`config.mk`:
```
export PLATFORM = sky130hd
export DESIGN_NAME = multicycle_mainfsm
export DESIGN_NICKNAME = d
export VERILOG_FILES = /design/src/rtl/multicycle_mainfsm_pkg.sv /design/src/rtl/multicycle_mainfsm_outdec.sv /design/src/rtl/multicycle_mainfsm.sv
export SDC_FILE = /design/constraint.sdc
export NUM_CORES = 1
export LEC_CHECK = 0
export BUFFER_PORTS_ARGS = -buffer_cell sky130_fd_sc_hd__buf_4
export CAP_MARGIN = 20
export CORE_AREA = 2 2 39 41
export CTS_CLUSTER_DIAMETER = 100
export CTS_CLUSTER_SIZE = 24
export DETAILED_ROUTE_END_ITERATION = 12
export DIE_AREA = 0 0 41 43
export PLACE_DENSITY = 0.62
export SYNTH_ARGS = -nofsm -noshare
export SYNTH_HDL_FRONTEND = slang
export SYNTH_SLANG_ARGS = --single-unit
```
`constraint.sdc`:
```
create_clock -name clk -period 2.1 [get_ports clk]
set_clock_uncertainty 0.05 [all_clocks]
set_input_delay 0.21 -clock clk [delete_from_list [all_inputs] [get_ports clk]]
set_output_delay 0.21 -clock clk [all_outputs]
set_load 0.05 [all_outputs]
```
`src/rtl/multicycle_mainfsm_pkg.sv`:
```
// multicycle_mainfsm_pkg: state encodings and control-field constants shared by the main FSM and its output decoder.
package multicycle_mainfsm_pkg;
    localparam int STATE_W_DEFAULT = 4;
    typedef enum logic [3:0] {
        FETCH    = 4'd0,
        DECODE   = 4'd1,
        MEMADR   = 4'd2,
        MEMREAD  = 4'd3,
        MEMWB    = 4'd4,
        MEMWRITE = 4'd5,
        EXECUTER = 4'd6,
        EXECUTEI = 4'd7,
        ALUWB    = 4'd8,
        BRANCH   = 4'd9
    } mainState_t;
    localparam logic [1:0] SRCA_REG      = 2'b00;
    localparam logic [1:0] SRCA_PC       = 2'b01;
    localparam logic [1:0] SRCB_REG      = 2'b00;
    localparam logic [1:0] SRCB_IMM      = 2'b01;
    localparam logic [1:0] SRCB_FOUR     = 2'b10;
    localparam logic [1:0] RES_ALUOUT    = 2'b00;
    localparam logic [1:0] RES_DATA      = 2'b01;
    localparam logic [1:0] RES_ALURESULT = 2'b10;
endpackage

```
`src/rtl/multicycle_mainfsm_outdec.sv`:
```
// mainfsm_outdec: Moore decode of the main FSM state into its control word; unknown encodings decode to all zeros.
module mainfsm_outdec
    import multicycle_mainfsm_pkg::*;
#(
    parameter int STATE_W = STATE_W_DEFAULT
) (
    input  logic [STATE_W-1:0] State,
    output logic               IRWrite,
    output logic               AdrSrc,
    output logic [1:0]         ALUSrcA,
    output logic [1:0]         ALUSrcB,
    output logic [1:0]         ResultSrc,
    output logic               NextPC,
    output logic               RegW,
    output logic               MemW,
    output logic               Branch,
    output logic               ALUOp
);
    logic       stateOk;
    mainState_t cur;
    assign stateOk = (State >> 4) == '0;
    assign cur     = mainState_t'(State[3:0]);
    always_comb begin
        IRWrite   = 1'b0;
        AdrSrc    = 1'b0;
        ALUSrcA   = SRCA_REG;
        ALUSrcB   = SRCB_REG;
        ResultSrc = RES_ALUOUT;
        NextPC    = 1'b0;
        RegW      = 1'b0;
        MemW      = 1'b0;
        Branch    = 1'b0;
        ALUOp     = 1'b0;
        if (stateOk)
            case (cur)
                FETCH: begin
                    IRWrite   = 1'b1;
                    NextPC    = 1'b1;
                    ALUSrcA   = SRCA_PC;
                    ALUSrcB   = SRCB_FOUR;
                    ResultSrc = RES_ALURESULT;
                end
                DECODE: begin
                    ALUSrcA   = SRCA_PC;
                    ALUSrcB   = SRCB_FOUR;
                    ResultSrc = RES_ALURESULT;
                end
                MEMADR:   ALUSrcB = SRCB_IMM;
                MEMREAD:  AdrSrc = 1'b1;
                MEMWB: begin
                    ResultSrc = RES_DATA;
                    RegW      = 1'b1;
                end
                MEMWRITE: begin
                    AdrSrc = 1'b1;
                    MemW   = 1'b1;
                end
                EXECUTER: ALUOp = 1'b1;
                EXECUTEI: begin
                    ALUSrcB = SRCB_IMM;
                    ALUOp   = 1'b1;
                end
                ALUWB:    RegW = 1'b1;
                BRANCH: begin
                    ALUSrcB   = SRCB_IMM;
                    ResultSrc = RES_ALURESULT;
                    Branch    = 1'b1;
                end
                default: ;
            endcase
    end
endmodule

```
`src/rtl/multicycle_mainfsm.sv`:
```
// multicycle_mainfsm: main control FSM of the multicycle ARM core (state register + next-state logic).
// Define MAINFSM_MEMREADY_EN to add a MemReady handshake that stalls FETCH, MEMREAD and MEMWRITE.
module multicycle_mainfsm
    import multicycle_mainfsm_pkg::*;
#(
    parameter int STATE_W = STATE_W_DEFAULT
) (
    input  logic               clk,
    input  logic               reset,
`ifdef MAINFSM_MEMREADY_EN
    input  logic               MemReady,
`endif
    input  logic [1:0]         Op,
    input  logic [5:0]         Funct,
    output logic               IRWrite,
    output logic               AdrSrc,
    output logic [1:0]         ALUSrcA,
    output logic [1:0]         ALUSrcB,
    output logic [1:0]         ResultSrc,
    output logic               NextPC,
    output logic               RegW,
    output logic               MemW,
    output logic               Branch,
    output logic               ALUOp,
    output logic [STATE_W-1:0] State
);
    logic [STATE_W-1:0] state;
    logic               stateOk, memReady, irWriteDec, nextPcDec, unusedFunct;
    mainState_t         cur, nxt;
`ifdef MAINFSM_MEMREADY_EN
    assign memReady = MemReady;
`else
    assign memReady = 1'b1;
`endif
    assign unusedFunct = ^Funct[4:1];
    assign stateOk     = (state >> 4) == '0;
    assign cur         = mainState_t'(state[3:0]);
    always_comb begin
        nxt = FETCH;
        if (stateOk)
            case (cur)
                FETCH:    nxt = memReady ? DECODE : FETCH;
                DECODE:   nxt = (Op == 2'b00) ? (Funct[5] ? EXECUTEI : EXECUTER) :
                                (Op == 2'b01) ? MEMADR :
                                (Op == 2'b10) ? BRANCH : FETCH;
                MEMADR:   nxt = Funct[0] ? MEMREAD : MEMWRITE;
                MEMREAD:  nxt = memReady ? MEMWB : MEMREAD;
                MEMWRITE: nxt = memReady ? FETCH : MEMWRITE;
                EXECUTER: nxt = ALUWB;
                EXECUTEI: nxt = ALUWB;
                default:  nxt = FETCH;
            endcase
    end
    always_ff @(posedge clk or negedge reset)
        if (!reset) state <= '0;
        else        state <= STATE_W'(nxt);
    mainfsm_outdec #(.STATE_W(STATE_W)) uOutdec (
        .State(state),
        .IRWrite(irWriteDec),
        .AdrSrc(AdrSrc),
        .ALUSrcA(ALUSrcA),
        .ALUSrcB(ALUSrcB),
        .ResultSrc(ResultSrc),
        .NextPC(nextPcDec),
        .RegW(RegW),
        .MemW(MemW),
        .Branch(Branch),
        .ALUOp(ALUOp)
    );
    // IR load and PC increment only when the fetch actually completes
    assign IRWrite = irWriteDec & memReady;
    assign NextPC  = nextPcDec & memReady;
    assign State   = state;
endmodule

```
==> reports/metrics.yaml, run 1 <==
clocking:
  clockRootBuffer: "clkbuf_4"
  cts_max_path_buffers: 2
  cts.sinks: 4
  clkLatencyLatePin_ns: 0.24
  htree_num_levels: 1
  cts_tree: "built"
  cts_buffers: 3
  cts_hold_buf: 1
  cts_resized: 0
  post-cts-setup-buffers: 0
  cts.reportedPaths.clkPinSlew_ns: 0.04
synth:
  ys_seq_area_share_pct: 29.1
  synth_compound_area_share_pct: 18.5
  syn_inst: 41
  synth_xor_area_share_pct: 5.09
  synthSimpleGateAreaFrac_pct: 28.7
  yosys_warnings: 0
  synthMuxAreaShare_pct: 0
  synth_area_leaders: "dfrtp_1 29%, buf_4 8.7%, nor2_1 7.6%"
  synth-adder-area-share_pct: 0
  netlist-cell-type-count: 22
  yosysTopAreaCell: "dfrtp_1"
  synth_top_family_by_area: "simple AND/OR/NAND/NOR gates"
  syn-num-nets: 51
  ys_seq_elements: 4
  syn-cell-area_um2: 344
  synth.top_cell.area_share_pct: 29.1
  syn_avg_cell_area_um2: 8.39
global_route:
  grt_pass1_wl_um: 1180
  antenna_found_initial: 0
  grt_pass1_vias: 289
  grt_max_degree: 13
  globalRouteOverflowTotal: 0
  grt_use_total_pct: 10.2
worst_hold_path:
  min_to: "State[3]$_DFF_PN0_"
  hold_start: "Op[1]"
  hold_class: "in2reg"
  whs_path_depth: 2
detailed_routing:
  wire_per_inst_um: 9.66
  via_per_inst: 4.62
  dr.pass1.iters: 4
  drc_errors: 0
  ant_nets: 0
  wirelength_um: 734
  first_iter_violations: 2
  routed-via-count: 351
sta:
  min_period_ns: 1.73
  rsz0062_at_grt: "no"
  period_share_pct: 82.2
  finalHoldViolCount: 0
  fmax_mhz: 579
  slew_viol_final: 0
  setup_viol: 0
  setup_ws_ns: 0.373
outcome:
  status: "finished clean"
critical_path:
  crit_required_ns: 1.84
  crit_path_max_incr_delay_ns: 0.61
  r2r-end: "State[1]$_DFF_PN0_"
  crit_type: "reg2out"
  timing.rr.start: "State[1]$_DFF_PN0_"
  crit_chain: "inv_2 -> o32ai_1 -> buf_4"
  crit_slowest_cell: "dfrtp_1"
  crit_path_start_kind: "register"
  critPathCaptureType: "output pin"
  r2r_slack_ns: 0.89
  crit_arrival_ns: 1.47
  crit_fanout: 12
  r2r.worst_path.cells: 3
final_layout:
  final_cell_mix: "21 x buf_4, 7 x nor2_1, 4 x dfrtp_1"
  instances_no_fill: 76
  fillers: 149
  largest_reg_flops: 4
  final_common_cell: "buf_4"
  nNetsFinal: 72
  num_antenna_cells: 0
  syn_to_final_growth_pct: 47.3
  drive_gt1_share_pct: 53.3
placed_design:
  dp.cells: 72
  port_buffers: 21
  dpl_worst_slack_ns: 0.625
  hpwl_um: 573
  routabilityCongestion: 0.716
die:
  start_util_pct: 24.9
  die_w_um: 41
  die_h_um: 43
  die_area_um2: 1760
  rows: 14
  core_area_um2: 1380
  io_pins: 27
run:
  maxCapViolCount: 0
==> synthesized netlist by cell type <==
| master | number |
|---|---|
| a211oi_1 | 2 |
| a21oi_2 | 1 |
| a22oi_1 | 1 |
| a41o_1 | 1 |
| buf_4 | 4 |
| buf_6 | 2 |
| conb_1 | 1 |
| dfrtp_1 | 4 |
| inv_1 | 1 |
| inv_2 | 1 |
| nand2b_1 | 3 |
| nand2b_2 | 1 |
| nor2_1 | 7 |
| nor2_2 | 3 |
| nor3_1 | 2 |
| nor3_2 | 1 |
| o21ai_0 | 1 |
| o22a_1 | 1 |
| o32ai_1 | 1 |
| or2_1 | 1 |
| xnor2_1 | 1 |
| xor2_1 | 1 |
==> cell type report <==
cell class / count / area, um^2 / share of cell area (%)
clock buffers: 3 / 22.5 / 4.44
inverters: 2 / 7.51 / 1.48
multi-input cells: 29 / 189 / 37.3
flip-flops and latches: 4 / 100 / 19.8
well taps: 16 / 20.0 / 3.95
repair buffers: 22 / 168 / 33.1
==> how the worst max path moves through the flow <==
stage,from,end,slack (ns),cells after the start
5_1_grt,State[0]$_DFF_PN0_,ALUSrcB[0],0.26,3
3_3_place_gp,State[1]$_DFF_PN0_,ALUSrcB[0],0.62,3
6_report,State[1]$_DFF_PN0_,ALUSrcB[0],0.37,3
2_1_floorplan,State[1]$_DFF_PN0_,ALUSrcB[0],-0.35,3
4_1_cts,State[1]$_DFF_PN0_,ALUSrcB[0],0.36,3
3_5_place_dp,State[2]$_DFF_PN0_,IRWrite,0.63,3
==> routing by layer <==
metal  vias up  GRT usage (%)  routed length (um)
li1        176              -                   -
met1       162           11.7                 291
met2        11           13.8                 385
met3         2           4.71                  47
met4         0           8.00                  10
met5         -              0                   0
==> per-stage QoR <==
| stage | cell area [um^2] | setup TNS, ns | hold WS [ns] | util (%) |
|---|---|---|---|---|
| global route | 507 | 0 | 0.200 | 36.6 |
| detailed placement | 474 | 0 | -0.0402 | 34.3 |
| finish | 507 | 0 | 0.202 | 36.6 |
| global placement | 474 | 0 | -0.0432 | 34.3 |
| CTS | 507 | 0 | 0.200 | 36.6 |
| floorplan | 349 | -1.29 | -0.136 | - |
==> critical path, delay by kind of cell (launching register included) <==
kind | cells | cell delay, ns
flops | 1 | 0.61
buf+inv | 2 | 0.32
compound gates | 1 | 0.29
==> cells by family (layout without fill, tap and decap cells) <==
kind of cell | Yosys count | in the layout
AO/OA/AOI/OAI | 8 | 8
AND/OR/NAND/NOR | 18 | 18
flip-flops | 4 | 4
buffers and inverters | 8 | 27
other | 1 | 1
XOR/XNOR | 2 | 2
Power of run 1 is left out: the tool's default activity adds up to more than one toggle a clock period on the data nets, which glitch-free logic cannot reach.
==> run 2: changes to the inputs <==
Clock period 2.1 ns to 1.67 ns, I/O delays scaled along.
==> run 2 against run 1 <==
Critical path depth stayed put; sequential share of layout area is 3.5 points lower; design area is 25% higher; flip-flop and latch count stayed put; non-clock buffer count is 7 higher; die area stayed put; global-route usage is 0.93 points higher; final cell count is 9.2% higher; clock-buffer cell count stayed put; hold slack worse by 0.042 ns; wire length is 18% higher; critical path type unchanged; critical endpoint is now IRWrite.
==> reports/metrics.yaml, run 2 (synthesized netlist as in run 1, its figures left out) <==
outcome:
  status: "finished clean"
detailed_routing:
  ant_nets: 0
  wire_per_inst_um: 10.4
  first_iter_violations: 2
  dr.pass1.iters: 2
  drc_errors: 0
  via_per_inst: 4.42
  routed-via-count: 367
  wirelength_um: 864
global_route:
  grt_max_degree: 9
  globalRouteOverflowTotal: 0
  grt_use_total_pct: 11.1
  grt_pass1_wl_um: 1300
  grt_pass1_vias: 305
  antenna_found_initial: 0
clocking:
  clockRootBuffer: "clkbuf_4"
  cts.sinks: 4
  clkLatencyLatePin_ns: 0.23
  htree_num_levels: 1
  cts_tree: "built"
  cts_max_path_buffers: 2
  cts_buffers: 3
  cts.reportedPaths.clkPinSlew_ns: 0.04
final_layout:
  largest_reg_flops: 4
  final_common_cell: "buf_4"
  instances_no_fill: 83
  num_antenna_cells: 0
  fillers: 151
  syn_to_final_growth_pct: 84.0
  final_cell_mix: "26 x buf_4, 4 x nor2_2, 4 x nor2_1"
  nNetsFinal: 79
  drive_gt1_share_pct: 74.6
critical_path:
  crit_arrival_ns: 1.38
  critPathCaptureType: "output pin"
  timing.rr.start: "State[0]$_DFF_PN0_"
  crit_slowest_cell: "dfrtp_2"
  crit_required_ns: 1.45
  crit_path_max_incr_delay_ns: 0.45
  crit_fanout: 7
  crit_type: "reg2out"
  crit_start: "State[2]$_DFF_PN0_"
  crit_path_start_kind: "register"
  crit_chain: "or2_4 -> nor3_4 -> buf_6"
die:
  rows: 14
  core_area_um2: 1380
  die_h_um: 43
  die_w_um: 41
  start_util_pct: 24.9
  die_area_um2: 1760
  io_pins: 27
sta:
  setup_ws_ns: 0.0772
  finalHoldViolCount: 0
  setup_viol: 0
  fmax_mhz: 628
  min_period_ns: 1.59
  rsz0062_at_grt: "no"
  whs_ns: 0.160
  period_share_pct: 95.4
  setup_tns_ns: 0
  slew_viol_final: 0
placed_design:
  dpl_worst_slack_ns: 0.194
  routabilityCongestion: 0.765
  hpwl_um: 674
  dp.cells: 75
  port_buffers: 21
worst_hold_path:
  hold_class: "in2reg"
  hold_start: "Op[1]"
run:
  maxCapViolCount: 0
## run 2: cell count changes in the layout (fill, tap and decap cells not counted), moves of 2 or more
cell and change:
dfrtp_2 +2, buf_4 +5, nor2_1 -3, a211oi_1 -2
dfrtp_1 -2, nor2_4 +2, buf_6 +2
## run 2: final cells by class
class                   count  area [um^2]  area share (%)
clock buffers               3         22.5            3.56
inverters                   2         7.51            1.19
well taps                  16         20.0            3.16
flip-flops and latches      4          103            16.2
multi-input cells          29          253            39.9
repair buffers             29          228            36.0
## run 2: worst paths after layout
kind	to	slack, ns	cells past startpoint
setup / recovery	IRWrite	0.08	3
min in group asynchronous	State[1]$_DFF_PN0_	0.23	2
hold / removal	State[3]$_DFF_PN0_	0.16	2
setup reg to reg	State[2]$_DFF_PN0_	0.42	4
hold reg to reg	State[0]$_DFF_PN0_	0.64	2
max in group asynchronous	State[2]$_DFF_PN0_	1.23	2
## run 2: layer usage
| metal | up-vias | wire (um) | GRT usage [%] |
|---|---|---|---|
| met1 | 164 | 375 | 14.8 |
| met4 | 0 | 13 | 8.00 |
| met5 | - | 0 | 0 |
| met2 | 16 | 411 | 14.7 |
| met3 | 2 | 63 | 3.14 |
| li1 | 185 | - | - |
## run 2: critical path: cells and delay by family, from the launching register on
kind | cells | cell delay (ns)
and+or+nand+nor | 2 | 0.51
DFF | 1 | 0.45
buffers and inverters | 1 | 0.19
## run 2: repair_timing
item,in CTS,in global routing
endpoints found under the setup margin,2,3
endpoints found under the hold margin,4,0
setup buffers,0,4
resized for setup,1,4
hold buffers,1,0
## run 2: through the flow
| stage | utilization, % | area (um^2) |
|---|---|---|
| floorplan | - | 409 |
| global placement | 40.0 | 553 |
| detailed placement | 40.0 | 553 |
| finish | 45.8 | 633 |
| global route | 45.8 | 633 |
| CTS | 42.5 | 588 |
Power of run 2 is left out for the same reason.
==> run 3: changes to the inputs <==
Settings changed: PLACE_DENSITY 0.62 to 0.65.
Clock period 1.67 ns to 1.45 ns, I/O delays scaled along.
==> run 3 against run 2 <==
The flow now finishes with violations (setup timing); sequential share of layout area fell by 1.1 points; final cell count grew 3.6%; wire length grew 5.3%; critical path type unchanged; die area unchanged.
==> reports/metrics.yaml, run 3 (synthesized netlist as in run 1, its figures left out) <==
outcome:
  status: "complete, but fails checks"
  violations: "setup timing"
clocking:
  cts_max_path_buffers: 2
  clockRootBuffer: "clkbuf_4"
  clkLatencyLatePin_ns: 0.23
  htree_num_levels: 1
  cts_tree: "built"
  cts_buffers: 3
  cts.reportedPaths.clkPinSlew_ns: 0.04
  cts.sinks: 4
detailed_routing:
  dr.pass1.iters: 4
  wire_per_inst_um: 10.6
  ant_nets: 0
  drc_errors: 0
  wirelength_um: 910
  via_per_inst: 4.38
  first_iter_violations: 3
  routed-via-count: 377
global_route:
  globalRouteOverflowTotal: 0
  grt_max_degree: 9
  grt_use_total_pct: 12.2
  grt_pass1_wl_um: 1370
  grt_pass1_vias: 312
  antenna_found_initial: 0
critical_path:
  crit_path_start_kind: "register"
  crit_arrival_ns: 1.30
  crit_required_ns: 1.25
  critPathCaptureType: "output pin"
  crit_fanout: 5
  crit_type: "reg2out"
  r2r.worst_path.cells: 4
  r2r_slack_ns: 0.24
die:
  die_w_um: 41
  rows: 14
  core_area_um2: 1380
  io_pins: 27
  die_h_um: 43
  start_util_pct: 24.9
  die_area_um2: 1760
sta:
  finalHoldViolCount: 0
  whs_ns: 0.140
  setup_ws_ns: -0.0409
  fmax_mhz: 671
  setup_tns_ns: -0.123
  setup_viol: 4
  period_share_pct: 103
  slew_viol_final: 0
  rsz0062_at_grt: "yes"
  min_period_ns: 1.49
placed_design:
  dp.cells: 77
  hpwl_um: 683
  port_buffers: 21
  routabilityCongestion: 0.740
final_layout:
  final_common_cell: "buf_4"
  final_cell_mix: "20 x buf_4, 10 x buf_6, 4 x dfrtp_2, 4 x nor2_1"
  drive_gt1_share_pct: 78.6
  instances_no_fill: 86
  syn_to_final_growth_pct: 102
  nNetsFinal: 81
  num_antenna_cells: 0
  fin_util_pct: 50.2
  fillers: 139
  largest_reg_flops: 4
worst_hold_path:
  whs_path_depth: 2
  hold_class: "in2reg"
run:
  maxCapViolCount: 0
==> run 3: cell count changes in the layout (fill, tap and decap cells not counted), sizes merged <==
cell,change
buf,+2
clkbuf,+1
==> run 3: layout make-up <==
type	instances	area, um^2	area share, %
well taps	16	20.0	2.88
multi-input cells	29	263	37.8
clock buffers	4	26.3	3.78
flip-flops and latches	4	105	15.1
repair buffers	31	273	39.3
inverters	2	7.51	1.08
==> run 3: worst paths after layout <==
check	startpoint	end
min reg2reg	State[0]$_DFF_PN0_	State[0]$_DFF_PN0_
max reg2reg	State[0]$_DFF_PN0_	State[2]$_DFF_PN0_
min in group asynchronous	reset	State[0]$_DFF_PN0_
max	State[2]$_DFF_PN0_	NextPC
min	Op[1]	State[3]$_DFF_PN0_
max in group asynchronous	reset	State[3]$_DFF_PN0_
==> run 3: worst max-delay path: stages (launching register included) <==
cell and delay [ns]:
dfrtp_2 0.43, or2_4 0.29, nor3_4 0.16, buf_6 0.19
==> run 3: routing by layer <==
| layer | share of wire (%) | vias up | global-route usage (%) |
|---|---|---|---|
| li1 | - | 195 | - |
| met1 | 38 | 166 | 14.4 |
| met2 | 52 | 16 | 17.5 |
| met3 | 9.3 | 0 | 3.14 |
| met4 | 0 | 0 | 10.0 |
| met5 | 0 | - | 0 |
==> run 3: timing repair <==
item	CTS	global route
hold buffers	1	0
resized for setup	12	5
buffers inserted	3	1
hold endpoints to repair	4	0
endpoints found under the setup margin	9	10
pin swaps	3	1
==> run 3: metrics by stage <==
stage               setup slack [ns]  cell area, um^2
floorplan                     -0.491              408
global placement               0.106              567
detailed placement             0.104              567
CTS                          -0.0566              667
global route                 -0.0979              694
finish                       -0.0409              694
Power of run 3 is left out for the same reason.
